==> src/rtl/mac_datapath.sv <==
// Multiply-accumulate datapath: operand fetch by counter address, A*B product, accumulator and
// registered result. Define MAC_SATURATE_EN to pin ACC at all-ones on overflow instead of wrapping.
module mac_datapath #(
  parameter int DW = 8,
  parameter int CW = 4,
  parameter int AW = 2*DW+CW
) (
  input  logic          clk,
  input  logic          rst,
  input  logic          ld_a,
  input  logic          ld_b,
  input  logic          ld_m,
  input  logic          ld_acc,
  input  logic          ld_out,
  input  logic          count_enb,
  input  logic          count_reset,
  input  logic [CW-1:0] len,
  input  logic [DW-1:0] a_in,
  input  logic [DW-1:0] b_in,
  output logic [CW-1:0] addr,
  output logic          CMP,
  output logic [AW-1:0] mac_out,
  output logic          ovf_out
);
  localparam int MW = 2*DW;

  // The controller strobes are plain one-cycle enables: no valid/ready, every ld_* acts on the
  // edge at which it is high, and all of them read register values from before that edge.

  logic [DW-1:0] a_q, a_d, b_q, b_d;
  logic [MW-1:0] m_q, m_d;
  logic [AW-1:0] acc_q, acc_d, mac_out_q, mac_out_d, acc_sum;
  logic [CW-1:0] cnt_q, cnt_d, len_q, len_d, len_eff;
  logic          ovf_q, ovf_d, ovf_out_q, ovf_out_d;
  logic          first_term;
  logic [AW:0]   sum;

  always_comb begin
    first_term = count_enb && (cnt_q == '0);
    len_eff    = first_term ? len : len_q;

    a_d = ld_a ? a_in : a_q;
    b_d = ld_b ? b_in : b_q;
    m_d = m_q;
    if (ld_m) m_d = MW'(a_q) * MW'(b_q);

    // One extra bit on the sum exposes the carry out of the accumulator.
    sum = {1'b0, acc_q} + (AW+1)'(m_q);
`ifdef MAC_SATURATE_EN
    acc_sum = sum[AW] ? '1 : sum[AW-1:0];
`else
    acc_sum = sum[AW-1:0];
`endif

    acc_d = acc_q;
    ovf_d = ovf_q;
    cnt_d = cnt_q;
    len_d = len_q;
    if (count_reset) begin
      acc_d = '0;
      ovf_d = 1'b0;
      cnt_d = '0;
    end else begin
      if (ld_acc) begin
        acc_d = acc_sum;
        if (sum[AW]) ovf_d = 1'b1;
      end
      if (count_enb && (cnt_q != '1)) cnt_d = cnt_q + CW'(1);
      if (first_term) len_d = len;
    end

    mac_out_d = ld_out ? acc_q : mac_out_q;
    ovf_out_d = ld_out ? ovf_q : ovf_out_q;
  end

  always_ff @(posedge clk) begin
    if (rst) begin
      a_q       <= '0;
      b_q       <= '0;
      m_q       <= '0;
      acc_q     <= '0;
      ovf_q     <= 1'b0;
      cnt_q     <= '0;
      len_q     <= '0;
      mac_out_q <= '0;
      ovf_out_q <= 1'b0;
    end else begin
      a_q       <= a_d;
      b_q       <= b_d;
      m_q       <= m_d;
      acc_q     <= acc_d;
      ovf_q     <= ovf_d;
      cnt_q     <= cnt_d;
      len_q     <= len_d;
      mac_out_q <= mac_out_d;
      ovf_out_q <= ovf_out_d;
    end
  end

  assign addr    = cnt_q;
  assign CMP     = (cnt_q < len_eff);
  assign mac_out = mac_out_q;
  assign ovf_out = ovf_out_q;
endmodule

==> config.mk <==
export PLATFORM = sky130hd
export DESIGN_NAME = mac_datapath
export DESIGN_NICKNAME = d
export VERILOG_FILES = /design/src/rtl/mac_datapath.sv
export SDC_FILE = /design/constraint.sdc
export NUM_CORES = 1
export LEC_CHECK = 0
export ABC_AREA = 1
export CORE_AREA = 4 4 110 112
export DETAILED_ROUTE_END_ITERATION = 6
export DIE_AREA = 0 0 114 116
export PLACE_DENSITY = 0.76
export SKIP_LAST_GASP = 1
export SLEW_MARGIN = 20
export SYNTH_ARGS = -nofsm -noshare
export SYNTH_HDL_FRONTEND = slang
export SYNTH_SLANG_ARGS = --single-unit
==> constraint.sdc <==
create_clock -name clk -period 4.7 [get_ports clk]
set_input_delay 1.175 -clock clk [delete_from_list [all_inputs] [get_ports clk]]
set_output_delay 1.175 -clock clk [all_outputs]
set_load 0.05 [all_outputs]
==> metrics, run 1 <==
register area=0.00164 mm^2; fillers=1035; commonest non-fill, non-tap cell in the layout=nand2_1; Total Neg Setup Slack=0 ns; Crit Path Class=primary input to primary output; CP Launch Point=count_enb; Final Hold Violating Endpoints=0; Rel. slew slack=0.499; clk_skew=0.00960 ns; vias per inst=5.00; Final period util=0.895; CTS Buf Count=9; area fraction in compound gates after synthesis=0.112; Critical R2R Launch=a_q[4]; syn nets=1077; Syn Inst Count=954; Starting DRT DRC Count=466; die area=0.0132 mm^2; CTS tree=done; RSZ-0062 raised after global routing=no; CP max stage delay=0.45 ns; critical path data required time=3.52 ns; area share of and/or/nand/nor cells after synthesis=0.233; Worst-Skew Late Latency=0.34 ns; Multi-input gate area=0.00382 mm^2; mux share of post-synthesis cell area=0.00470; first-pass GRT wire length=24400 um; most frequent cells in the layout=216 x nand2_1, 209 x inv_1, 116 x nor2_1; maxcap violations=0; post_cts resized=0; synthesized area=0.00639 mm^2; drt wl/cell=12.0 um; GRT Total Usage=0.225; Non-Filler Instances=1138; final worst setup slack=0.494 ns; Worst Path Arrival=3.03 ns; IO Count=55; design area=0.00732 mm^2; post-CTS setup buffers=0; ANT nets after route=0; Slew @ Worst Pin=0.749 ns; flops & latches, synth=82; routability cong.=0.937; Peak VDD IR=267 uV; initial antenna violation count=0; Post-Synth Adder-Cell Area=0.227; largest net degree at the start of global routing=39; critical-path maximum fanout=5; Startpoint Class=primary input; final max-slew violation count=0; Ant. Diodes=0; Post-CTS Hold Buffers=0; Ys Warns=0; First-pass DRT Iterations=5; GRT overflow=0; Initial Util=0.569; via count=5691; Final nets=1113; dpl cells=1122; sequential area share after synthesis=0.257; # rows=39; Power, Total=1.92 mW; Die Wd=114 um; Sink Count=82; PwrDens=262 mW/mm^2; core area=0.0112 mm^2; vias in the first global route=5388; Final Util=0.652; htree depth=3; Area Growth Syn to Fin=14.5%; share of post-route cells with drive strength above 1=0.0302; CTS clk-pin slew, worst paths=0.07 ns; die extent in y=116 um; DRC viols=0; fmax=238 MHz; detailed placement HPWL=10800 um; crit end category=primary output; post-synthesis xor/xnor area fraction=0.0206; Finish-stage setup viols=0; hold slack=0.458 ns; slowest CP cell=clkdlybuf4s50_1; Cell Area, Placed=0.00702 mm^2; crit path time final=4.21 ns; Routed WL=13600 um; min-delay worst type=register to register; Cell Chain, Critical Path=clkdlybuf4s50_1 -> inv_1 -> nor2_1 -> nand2_1 -> mux2i_1 -> ha_1 -> a21o_1 -> a31oi_1 -> buf_12; P_leak=4.20 nW; largest family of logic cells by synthesized area=simple AND/OR/NAND/NOR gates; # port buffers=54; HP Start=ovf_q; Avg Inst Size Synth=6.70 um^2; clock root cell=clkbuf_16; Placement Setup Slack=0.477 ns; Yosys cell types=27; clock tree buffer depth=2; status=finished clean
==> per-layer routing <==
metal  vias to the layer above  wire, um  global-route usage
met5                         -         0                   0
met2                       120      6120               0.375
met1                      2590      6700               0.308
li1                       2962         -                   -
met4                         0       195              0.0602
met3                        19       592              0.0308
==> cell families after synthesis <==
group,Yosys count
simple gates,377
buf+inv,244
compound gates,139
fa+ha+maj,94
flops,82
xor+xnor,15
mux,3
==> area by class of cell <==
cell class	count	area share
Multi-Input combinational cell	628	0.522
Sequential cell	82	0.224
Inverter	210	0.108
Timing Repair Buffer	59	0.0796
Clock buffer	9	0.0308
Tap cell	143	0.0244
Clock inverter	7	0.0115
==> sequential cells by signal (all words and copies together), names as in the netlist <==
register / cells
ovf_out: 1
b_q: 8
acc_q: 20
ovf_q: 1
mac_out: 20
a_q: 8
addr: 4
len_q: 4
m_q: 16
==> synth_stat cells (all sizes together) <==
| master | count | area, um^2 |
|---|---|---|
| a21o | 2 | 15.0 |
| a21oi | 57 | 285 |
| a31oi | 6 | 37.5 |
| buf | 3 | 15.0 |
| clkbuf | 31 | 126 |
| dfxtp | 82 | 1640 |
| fa | 37 | 741 |
| ha | 57 | 713 |
| inv | 210 | 788 |
| mux2i | 3 | 30.0 |
| nand2 | 219 | 830 |
| nand3 | 32 | 165 |
| nand4 | 1 | 6.26 |
| nor2 | 117 | 447 |
| nor3 | 7 | 35.0 |
| nor3b | 1 | 7.51 |
| o21ai | 73 | 369 |
| o21bai | 1 | 7.51 |
| xnor2 | 3 | 26.3 |
| xor2 | 12 | 105 |
==> worst paths after layout <==
path                   to  depth (start not counted)  slack (ns)
setup / recovery      CMP                          9        0.49
hold reg to reg   ovf_out                          2        0.46
setup reg to reg  m_q[15]                         18        0.66
hold / removal    ovf_out                          2        0.46
==> worst max-delay path: cells and delay by family <==
family	cells	cell delay, ns
compound gates	2	0.42
mux	1	0.24
fa+ha+maj	1	0.27
simple gates	2	0.26
buf+inv	3	0.68
==> report_power, final <==
part,switching (mW),total [mW],internal [mW],leakage (nW)
sequential,0.0422,0.777,0.734,0.675
clock,0.311,0.732,0.421,0.149
combinational,0.252,0.412,0.161,3.38
total,0.605,1.92,1.32,4.20
Power figures use the tool's default switching activity.
==> inputs of run 2 (changes only) <==
- CAP_MARGIN: not set -> 25
==> results of run 2 <==
Same layout as run 1: the final DEF is identical, and so are final timing and power.
